<file path="src/rtl/game_pkg.sv">
// -----------------------------------------------------------------------------
// game_pkg
// Shared types for the frog-game rule controller:
//   game_state_e : top-level game FSM states
//   hit_class_e  : what the player is touching on the current pixel
//   SEL_BG       : select_mux code for the background layer
//   clog2_min1() : $clog2 that never returns 0, used to size index/counter
//                  fields so degenerate parameter values still give legal
//                  vector widths
// -----------------------------------------------------------------------------
package game_pkg;

    typedef enum logic [2:0] {
        ST_PLAY = 3'd0,
        ST_WIN  = 3'd1,
        ST_LOSE = 3'd2,
        ST_BUZ  = 3'd3,
        ST_OVER = 3'd4
    } game_state_e;

    typedef enum logic [1:0] {
        HIT_NONE   = 2'd0,
        HIT_HAZARD = 2'd1,
        HIT_GOAL   = 2'd2,
        HIT_GATE   = 2'd3
    } hit_class_e;

    localparam int SEL_BG = 0;

    function automatic int clog2_min1(input int n);
        return (n > 1) ? $clog2(n) : 1;
    endfunction

endpackage

</file>
<file path="src/rtl/game_rules_ctrl_buzz_timer.sv">
// -----------------------------------------------------------------------------
// buzz_timer
// Down-counter that times the sound burst.
//   clk, resetN : clock, asynchronous active-low reset
//   load        : load load_val (takes priority over hold)
//   hold        : freeze the count
//   load_val    : value loaded on load
//   done        : count is zero
// The count stops at zero instead of wrapping.
// -----------------------------------------------------------------------------
module buzz_timer #(
    parameter int CNT_W = 26
) (
    input  logic             clk,
    input  logic             resetN,
    input  logic             load,
    input  logic             hold,
    input  logic [CNT_W-1:0] load_val,
    output logic             done
);

    logic [CNT_W-1:0] cnt_r;

    // Load, hold or count down towards zero.
    always_ff @(posedge clk or negedge resetN) begin
        if (!resetN) begin
            cnt_r <= '0;
        end else if (load) begin
            cnt_r <= load_val;
        end else if (!hold && (cnt_r != '0)) begin
            cnt_r <= cnt_r - CNT_W'(1);
        end
    end

    assign done = (cnt_r == '0);

endmodule

</file>
<file path="src/rtl/game_rules_ctrl.sv">
// -----------------------------------------------------------------------------
// game_rules_ctrl
// Game-rule FSM for the VGA frog game. Picks the drawn layer per pixel
// (object 0 highest priority, then player, then background), turns player
// overlaps into lose / win / gate events and tracks level, lives, lane mask
// and a timed sound burst.
// Ports:
//   clk, resetN      clock, asynchronous active-low reset
//   obj_draw_req     per-object draw request for the current pixel
//   player_draw_req  frog draw request
//   hazard/goal/gate_mask  static object classes (checked in that order)
//   frame_start      frame pulse, re-arms the gate
//   start            restart pulse, only honoured in game over
//   pause            freeze request (GAME_PAUSE_EN builds only)
//   select_mux       0 bg, i+1 object i, NUM_OBJ+1 player (combinational)
//   win/lose/take_gate/gate_id  one-cycle event pulses
//   enable_sound, sound_freq    burst enable and tone
//   level, lives, lane_enable, game_over  game status
// Build option: define GAME_PAUSE_EN to enable the pause input.
// -----------------------------------------------------------------------------
module game_rules_ctrl
    import game_pkg::*;
#(
    parameter int NUM_OBJ    = 8,
    parameter int LEVEL_W    = 8,
    parameter int MAX_LEVEL  = 8,
    parameter int LIVES      = 3,
    parameter int LANE_W     = 15,
    parameter int LANE_STEP  = 5,
    parameter int BUZ_CYCLES = 50000000,
    parameter int FREQ_W     = 10,
    parameter int WIN_FREQ   = 500,
    parameter int LOSE_FREQ  = 950
) (
    input  logic                              clk,
    input  logic                              resetN,
    input  logic [NUM_OBJ-1:0]                obj_draw_req,
    input  logic                              player_draw_req,
    input  logic [NUM_OBJ-1:0]                hazard_mask,
    input  logic [NUM_OBJ-1:0]                goal_mask,
    input  logic [NUM_OBJ-1:0]                gate_mask,
    input  logic                              frame_start,
    input  logic                              start,
    input  logic                              pause,
    output logic [$clog2(NUM_OBJ+2)-1:0]      select_mux,
    output logic                              win,
    output logic                              lose,
    output logic                              take_gate,
    output logic [clog2_min1(NUM_OBJ)-1:0]    gate_id,
    output logic                              enable_sound,
    output logic [FREQ_W-1:0]                 sound_freq,
    output logic [LEVEL_W-1:0]                level,
    output logic [3:0]                        lives,
    output logic [LANE_W-1:0]                 lane_enable,
    output logic                              game_over
);

    localparam int SEL_W = $clog2(NUM_OBJ + 2);
    localparam int GID_W = clog2_min1(NUM_OBJ);
    localparam int CNT_W = clog2_min1(BUZ_CYCLES);

    localparam logic [LEVEL_W-1:0] LEVEL_MIN  = LEVEL_W'(1);
    localparam logic [LEVEL_W-1:0] LEVEL_MAX  = LEVEL_W'(MAX_LEVEL);
    localparam logic [3:0]         LIVES_INIT = 4'(LIVES);
    localparam logic [LANE_W-1:0]  LANE_FILL  = LANE_W'((64'd1 << LANE_STEP) - 64'd1);

    logic             pause_s;
    logic             obj_any_s;
    logic [GID_W-1:0] win_idx_s;
    logic [SEL_W-1:0] select_mux_s;
    hit_class_e       hit_s;
    logic             buz_load_s;
    logic             buz_hold_s;
    logic             buz_done_s;

    game_state_e       state_r;
    logic [LEVEL_W-1:0] level_r;
    logic [3:0]         lives_r;
    logic [LANE_W-1:0]  lane_r;
    logic [FREQ_W-1:0]  freq_r;
    logic               armed_r;
    logic               win_r;
    logic               lose_r;
    logic               take_gate_r;
    logic [GID_W-1:0]   gate_id_r;
    logic               buz_r;
    logic               over_r;

`ifdef GAME_PAUSE_EN
    assign pause_s = pause;
`else
    // Pause is accepted but has no effect in this build.
    assign pause_s = pause & 1'b0;
`endif

    // Lowest asserted object index wins; scanning downwards lets lower
    // indices overwrite higher ones.
    always_comb begin
        win_idx_s = '0;
        obj_any_s = |obj_draw_req;
        for (int i = NUM_OBJ - 1; i >= 0; i--) begin
            win_idx_s = obj_draw_req[i] ? GID_W'(i) : win_idx_s;
        end
    end

    // Layer select: winning object, else player, else background.
    always_comb begin
        select_mux_s = SEL_W'(SEL_BG);
        if (obj_any_s) begin
            select_mux_s = SEL_W'(win_idx_s) + SEL_W'(1);
        end else if (player_draw_req) begin
            select_mux_s = SEL_W'(NUM_OBJ + 1);
        end else begin
            select_mux_s = SEL_W'(SEL_BG);
        end
    end

    // Classify the overlap; an object in several masks takes the first match.
    always_comb begin
        hit_s = HIT_NONE;
        if (player_draw_req && obj_any_s) begin
            if (hazard_mask[win_idx_s]) begin
                hit_s = HIT_HAZARD;
            end else if (goal_mask[win_idx_s]) begin
                hit_s = HIT_GOAL;
            end else if (gate_mask[win_idx_s]) begin
                hit_s = HIT_GATE;
            end else begin
                hit_s = HIT_NONE;
            end
        end else begin
            hit_s = HIT_NONE;
        end
    end

    // The burst counter is loaded in the one-cycle WIN/LOSE state so it holds
    // BUZ_CYCLES-1 on BUZ entry and reaches zero on the last burst cycle.
    assign buz_load_s = !pause_s &&
                        ((state_r == ST_WIN) || ((state_r == ST_LOSE) && (lives_r != 4'd0)));
    assign buz_hold_s = pause_s || (state_r != ST_BUZ);

    buzz_timer #(
        .CNT_W (CNT_W)
    ) u_buzz_timer (
        .clk      (clk),
        .resetN   (resetN),
        .load     (buz_load_s),
        .hold     (buz_hold_s),
        .load_val (CNT_W'(BUZ_CYCLES - 1)),
        .done     (buz_done_s)
    );

    // Game FSM. Status updates are applied on the edge that enters WIN/LOSE so
    // the new level/lives/lanes are visible together with the event pulse.
    always_ff @(posedge clk or negedge resetN) begin
        if (!resetN) begin
            state_r     <= ST_PLAY;
            level_r     <= LEVEL_MIN;
            lives_r     <= LIVES_INIT;
            lane_r      <= '0;
            freq_r      <= '0;
            armed_r     <= 1'b1;
            win_r       <= 1'b0;
            lose_r      <= 1'b0;
            take_gate_r <= 1'b0;
            gate_id_r   <= '0;
            buz_r       <= 1'b0;
            over_r      <= 1'b0;
        end else if (!pause_s) begin
            win_r       <= 1'b0;
            lose_r      <= 1'b0;
            take_gate_r <= 1'b0;
            if (frame_start) begin
                armed_r <= 1'b1;
            end
            case (state_r)
                ST_PLAY: begin
                    case (hit_s)
                        HIT_HAZARD: begin
                            state_r <= ST_LOSE;
                            lose_r  <= 1'b1;
                            freq_r  <= FREQ_W'(LOSE_FREQ);
                            lives_r <= lives_r - 4'd1;
                            level_r <= (level_r > LEVEL_MIN) ? level_r - LEVEL_W'(1) : LEVEL_MIN;
                            lane_r  <= lane_r >> LANE_STEP;
                        end
                        HIT_GOAL: begin
                            state_r <= ST_WIN;
                            win_r   <= 1'b1;
                            freq_r  <= FREQ_W'(WIN_FREQ);
                            level_r <= (level_r < LEVEL_MAX) ? level_r + LEVEL_W'(1) : LEVEL_MAX;
                            lane_r  <= (lane_r << LANE_STEP) | LANE_FILL;
                        end
                        HIT_GATE: begin
                            // A gate hit wins over a same-cycle frame_start re-arm.
                            if (armed_r) begin
                                take_gate_r <= 1'b1;
                                gate_id_r   <= win_idx_s;
                                armed_r     <= 1'b0;
                            end
                        end
                        default: begin
                        end
                    endcase
                end
                ST_LOSE: begin
                    if (lives_r == 4'd0) begin
                        state_r <= ST_OVER;
                        over_r  <= 1'b1;
                    end else begin
                        state_r <= ST_BUZ;
                        buz_r   <= 1'b1;
                    end
                end
                ST_WIN: begin
                    state_r <= ST_BUZ;
                    buz_r   <= 1'b1;
                end
                ST_BUZ: begin
                    if (buz_done_s) begin
                        state_r <= ST_PLAY;
                        buz_r   <= 1'b0;
                    end
                end
                ST_OVER: begin
                    if (start) begin
                        state_r <= ST_PLAY;
                        over_r  <= 1'b0;
                        level_r <= LEVEL_MIN;
                        lives_r <= LIVES_INIT;
                        lane_r  <= '0;
                    end
                end
                default: begin
                    state_r <= ST_PLAY;
                    buz_r   <= 1'b0;
                    over_r  <= 1'b0;
                end
            endcase
        end
    end

    assign select_mux   = select_mux_s;
    assign win          = win_r;
    assign lose         = lose_r;
    assign take_gate    = take_gate_r;
    assign gate_id      = gate_id_r;
    assign enable_sound = buz_r & ~pause_s;
    assign sound_freq   = freq_r;
    assign level        = level_r;
    assign lives        = lives_r;
    assign lane_enable  = lane_r;
    assign game_over    = over_r;

endmodule

</file>
<file path="config.mk">
export PLATFORM = sky130hd
export DESIGN_NAME = game_rules_ctrl
export DESIGN_NICKNAME = d
export VERILOG_FILES = /design/src/rtl/game_pkg.sv /design/src/rtl/game_rules_ctrl_buzz_timer.sv /design/src/rtl/game_rules_ctrl.sv
export SDC_FILE = /design/constraint.sdc
export NUM_CORES = 1
export LEC_CHECK = 0
export ABC_AREA = 1
export CAP_MARGIN = 20
export CORE_UTILIZATION = 41
export DETAILED_ROUTE_END_ITERATION = 8
export HOLD_SLACK_MARGIN = 0.08
export MAX_ROUTING_LAYER = met4
export PLACE_DENSITY_LB_ADDON = 0.1
export SYNTH_ARGS = -nofsm -noshare
export SYNTH_HDL_FRONTEND = slang
export SYNTH_HIERARCHICAL = 1
export SYNTH_SLANG_ARGS = --single-unit
</file>
<file path="constraint.sdc">
create_clock -name clk -period 4 [get_ports clk]
set_clock_uncertainty 0.1 [all_clocks]
set_input_delay 0.4 -clock clk [delete_from_list [all_inputs] [get_ports clk]]
set_output_delay 0.4 -clock clk [all_outputs]
set_load 0.005 [all_outputs]
</file>
# Word level (Yosys, flattened, before mapping)
# Cells that the tools add are included.
[word_totals]
register_bits = 75
input_bits = 38
wordCells = 116
[classes]
add_sub_neg = 5
magnitude_cmp = 3
n_eq_ne = 14
muxes = 56
bitwise = 2
reduce_logical = 23
[ops]
columns = ["cell", "n"]
rows = [
  ["$pmux 15 s2", 2],
  ["$mux 26", 2],
  ["$mux 3", 11],
  ["$pmux 8 s2", 2],
  ["$logic_not 26->1", 1],
  ["$reduce_bool 26->1", 1],
  ["$sub 26x1->26 const B", 1],
  ["$mux 8", 3],
  ["$pmux 10 s2", 1],
  ["$mux 1", 18],
  ["$reduce_and 3->1", 6],
  ["$mux 4", 4],
  ["$mux 15", 1],
  ["$pmux 3 s5", 1],
  ["$bmux 1 s3", 3],
  ["$add 8x1->8 const B", 1],
  ["$gt 8x1->1 const B", 1],
  ["$lt 8x4->1 const B", 1],
  ["$mux 2", 4],
  ["$pmux 4 s2", 1],
  ["$reduce_or 8->1", 1],
  ["$sub 8x1->8 const B", 1],
  ["$eq 3x2->1 const B", 2],
  ["$ne 2x2->1 const B", 3],
  ["other kinds (24)", 31],
]

# Longest topological paths before layout
[logic_depth]
ltp_word = 17
mapped_depth = 21

# Cells and area by module
# The synthesis kept the hierarchy.
[modules_own_cells]
columns = ["mod", "instances", "cells_each", "area_per_inst_um2", "seq_area_each_um2"]
rows = [
  ["game_rules_ctrl", 1, 396, 2778.9, 1056.0],
  ["buzz_timer", 1, 338, 2105.8, 650.6],
]

# Least setup slack after synthesis
# No wires, ideal clock.
[synth_timing]
kind = "input -> register"
startpoint = "in obj_draw_req[7]"
endpoint = "reg lane_r[10], in the netlist lane_enable[10]"
arrival_time_ns = 1.894
slack_ns = 1.889
stages = 15
path_buffers = 2
cell_sequence = "or2_1 > nand3_2 > a31oi_4 > inv_2 > nand3_1 > nand2_1 > nand2_1 > nand2_2 > nand3_4 > nand2_2 > nand2_1 > buf_6 > buf_6 > nand2_1 > o21ai_2"
[synth_via]
elab_chain_cells = 17
[synth_rtl]
columns = ["element", "line_no", "rtl"]
rows = [
  ["from (decl)", "game_rules_ctrl.sv:37", "input logic [NUM_OBJ-1:0] obj_draw_req,"],
  ["$mux 3 * (8 in a row)", "game_rules_ctrl.sv:102", "win_idx_s = obj_draw_req[i] ? GID_W'(i) : win_idx_s;"],
  ["net win_idx_s[1]", "game_rules_ctrl.sv:69", "logic [GID_W-1:0] win_idx_s;"],
  ["$bmux 1 s3", "game_rules_ctrl.sv:126", "end else if (gate_mask[win_idx_s]) begin"],
  ["$mux 1 (not written as such)", "game_rules_ctrl.sv:126", ""],
  ["$mux 2", "game_rules_ctrl.sv:126", ""],
  ["$mux 2", "game_rules_ctrl.sv:124", "end else if (goal_mask[win_idx_s]) begin"],
  ["$mux 2 *", "game_rules_ctrl.sv:122", "if (hazard_mask[win_idx_s]) begin"],
  ["$mux 2 *", "game_rules_ctrl.sv:121", "if (player_draw_req && obj_any_s) begin"],
  ["$eq 2x2->1 / $eq 2x1->1 (equally long branches)", "game_rules_ctrl.sv:178", "case (hit_s)"],
  ["$pmux 15 s2 / $ne 3x1->1 (equally long branches)", "-", ""],
  ["$pmux 15 s2 / $reduce_and 3->1 (equally long branches)", "-", ""],
  ["to (signal assigned)", "game_rules_ctrl.sv:185", "lane_r <= lane_r >> LANE_STEP;"],
  ["to (signal assigned)", "game_rules_ctrl.sv:192", "lane_r <= (lane_r << LANE_STEP) | LANE_FILL;"],
  ["to (decl)", "game_rules_ctrl.sv:79", "logic [LANE_W-1:0] lane_r;"],
]
# Mark *: on every way through the listed nets, which the timed path passes. The rest lies on a longest branch. The select of a mux whose other input is x is not followed.
# A chain may end at the register's enable or synchronous reset.

# Final worst setup path
[layout_timing]
startpoint = "in obj_draw_req[6]"
endpoint = "out select_mux[1]"
[layout_via]
elab_chain_cells = 9
[layout_rtl]
columns = ["element", "line_no", "rtl"]
rows = [
  ["$mux 3 (7 in a row)", "game_rules_ctrl.sv:102", ""],
  ["net win_idx_s[0]", "game_rules_ctrl.sv:69", ""],
  ["$add 3x1->4", "game_rules_ctrl.sv:110", "select_mux_s = SEL_W'(win_idx_s) + SEL_W'(1);"],
  ["$mux 4", "game_rules_ctrl.sv:109", "if (obj_any_s) begin"],
  ["to (decl)", "game_rules_ctrl.sv:45", "output logic [$clog2(NUM_OBJ+2)-1:0] select_mux,"],
]
# The timed path passes the listed nets, and every way through them passes these cells.

==> key figures <==
Min path
  • Hold endpoint: lane_enable[13]$_DFFE_PN0P_
  • Path category of the worst min-delay check: reg -> reg
  • WHS Path Cells: 2
  • Hold_sp: lane_enable[13]$_DFFE_PN0P_

Timing
  • Hold slack: 410.4 ps
  • RSZ-0062 raised after global routing: false
  • Hold Vio Cnt, Final: 0
  • Worst-margin pin slew: 781.3 ps
  • Worst slew margin: 47.72%
  • Fmax: 0.3186 GHz
  • Period utilization: 78.47%
  • Pins Over Slew Limit: 0
  • Final Critical Period: 3139 ps
  • Final TNS setup: 0 ps
  • Setup-failing EPs final: 0

Power
  • Peak supply drop: 0.3701 mV
  • Clock share of power: 19.4%
  • Combinational fraction of design power: 53.5%
  • Sequential cell fraction of total power: 27.0%
  • Sw Share: 45.83%
  • P_sw: 2.142 mW
  • Cell Pwr Density: 754.3 mW/mm^2
  • Int Pwr: 2.532 mW
  • Leakage: 3.141 nW
  • Tot Pwr: 4.673 mW

Global route
  • First-pass GRT wire length: 21440 microns
  • Global Route Usage Sum: 21.83%
  • Initial antenna violation count: 0
  • Gr ovfl total: 0
  • Vias in the first global route: 4733
  • Pin count of the biggest net entering global routing: 39

Synthesis
  • Most instantiated cells after synthesis: 271 x nand2_1, 83 x nand3_1, 75 x inv_1, 68 x nor2_1, 64 x dfrtp_1
  • Compound-Gate Fraction of Synth Area: 8.043%
  • Yosys top cell by area: dfrtp_1
  • Ys flop type: dfrtp_1
  • Mapped Cells: 734
  • Simple-gate share of the synthesized area: 43.52%
  • Most common cell in the netlist: nand2_1
  • Post-Synth Adder-Cell Area: 1.793%
  • Synth cell types: 40
  • Post-Syn Area per Cell: 6.655 sq um
  • Async set-reset flop share out of synthesis: 100.0%
  • Post-synthesis sequential area ratio: 34.94%
  • Main combinational cell family by area after synthesis: simple AND/OR/NAND/NOR gates
  • Area share of the largest cell type after synthesis: 32.79%
  • Post-synthesis mux area share: 0%
  • Synth area leaders: dfrtp_1 33%, nand2_1 21%, nand3_1 8.5%
  • Synth Area in XOR/XNOR: 1.614%
  • Post-synthesis instance area: 0.004885 sq mm
  • Ys Warns: 6
  • Post-synth EDFFs: 0
  • Synth Register Bits: 68

Setup path
  • Crit Path Max Fanout: 13
  • WP data required: 3500 ps
  • Crit. End Element: output pin
  • Reg2reg setup slack: 1160 ps
  • Worst reg2reg endpoint: lane_enable[8]$_DFFE_PN0P_
  • R2R cell count: 13
  • Arrival @ worst endpoint: 2640 ps
  • Worst R2R Start: state_r[1]$_DFFE_PN0P_
  • Crit path kind: in -> out
  • CP Launch Point: obj_draw_req[6]
  • Crit start category: primary input

Die
  • Die ar.: 0.01235 sq mm
  • Core Region: 0.01152 sq mm
  • Die Height: 111.2 microns
  • Initial Utilization: 42.42%
  • Die Width: 111.2 microns
  • Row Count: 39
  • # IOs: 87

Clock network
  • Clock Latency Late Sink: 330 ps
  • Total CTS buffers: 9
  • Clock tree buffer depth: 2
  • Root buffer cell: clkbuf_16
  • H-Tree Depth: 3
  • Clock-pin slew on the worst setup and hold paths: 60 ps
  • Post-CTS Setup Bufs: 0
  • CTS tree: yes
  • Clk sinks: 68

Job
  • Max-cap violation count: 0

Placed design
  • Final Wtd Congestion: 0.8450
  • Placed Instance Area: 0.005847 sq mm
  • Port Buffers: 83
  • Placed Cells incl. Taps: 965
  • Post-DP HPWL: 8883 microns

Drt
  • Drt wl/cell: 12.65 microns
  • Starting DRT DRC Count: 265
  • DRC: 0
  • Router iterations before antenna repair: 5
  • Via count: 4800
  • Number of routed nets with antenna violations: 0
  • DR vias/cell: 4.893
  • WL final: 12410 microns

Finish
  • Area grow syn2layout: 26.84%
  • Post-Layout Cell Count: 981
  • Final nets: 879
  • Final Cell Area: 0.006196 sq mm
  • Ant diodes: 0
  • Share of layout cells above drive strength 1: 9.189%

Run status
  • Status: finished, final reports clean
[worst max-delay path: stages]
cell and delay [ps]:
clkdlybuf4s50_1 470, inv_1 40, nand2_1 40, nand2_1 50, nand2_1 50, nand2_1 40
nand2_1 90, nand2_2 160, nand2_2 230, inv_1 130, ha_1 290, inv_1 40
nor2_1 110, clkdlybuf4s50_1 510
[cells by family after synthesis]
group           Yosys count
other cells               2
xor+xnor                  9
buf+inv                 108
flops                    68
simple gates            479
fa+ha+maj                 7
compound gates           61
[worst max-delay path by stage]
stage | to | slack (ps)
3_5_place_dp | lane_enable[8]$_DFFE_PN0P_ | 730
5_1_grt | select_mux[1] | 620
2_1_floorplan | lane_enable[10]$_DFFE_PN0P_ | 1890
6_report | select_mux[1] | 860
3_3_place_gp | lane_enable[7]$_DFFE_PN0P_ | 770
4_1_cts | select_mux[1] | 830
[power groups by stage]
stage          logic (mW)  registers, mW  clock network (mW)
6_report             2.50           1.26               0.909
5_1_grt              2.84           1.30               0.960
4_1_cts              2.52           1.26               0.934
3_5_place_dp         2.50           1.27                   0
3_3_place_gp         2.44           1.26                   0
2_1_floorplan        1.88           1.19                   0
[metrics by stage]
step	utilization, %	setup slack (ps)
after floorplan	-	1889
after global placement	50.77	768.0
after detailed placement	50.77	734.3
after CTS	53.80	830.1
after global routing	53.80	618.7
final	53.80	861.3
[routing by layer]
layer / GRT usage (%) / share of wire (%)
met4: 8.108 / 2.1
met2: 37.82 / 50
met1: 25.20 / 45
met3: 3.991 / 3.3
met5: - / 0
[flip-flops by register name (all words and copies together) (netlist names), 3 cells and up]
register            count
state_r                 3
u_buzz_timer/cnt_r     26
sound_freq              3
level                   8
lives                   4
lane_enable            15
gate_id                 3
[what timing repair did]
item,in CTS,in global routing
hold buffers,1,0
resized for setup,0,0
endpoints found under the hold margin,21,0
[layout make-up]
class	instances	area [sq um]
repair buffers	89	873.3
flip-flops and latches	68	1707
clock inverters	6	113.9
well taps	143	178.9
inverters	82	307.8
clock buffers	9	225.2
fillers	1117	5320
multi-input cells	584	2790
[cell usage in the layout (no fill, tap or decap), types with 9 or more instances in the layout]
cell type and count:
nand2_2 9, nand2_1 271, nor2_1 68, dfrtp_1 64
inv_1 75, nand3_1 83, clkbuf_16 9, conb_1 28
o21ai_0 36, clkdlybuf4s50_1 82, nand4_1 15, o21ai_2 13
No activity file was read; power rests on OpenSTA's default activity.
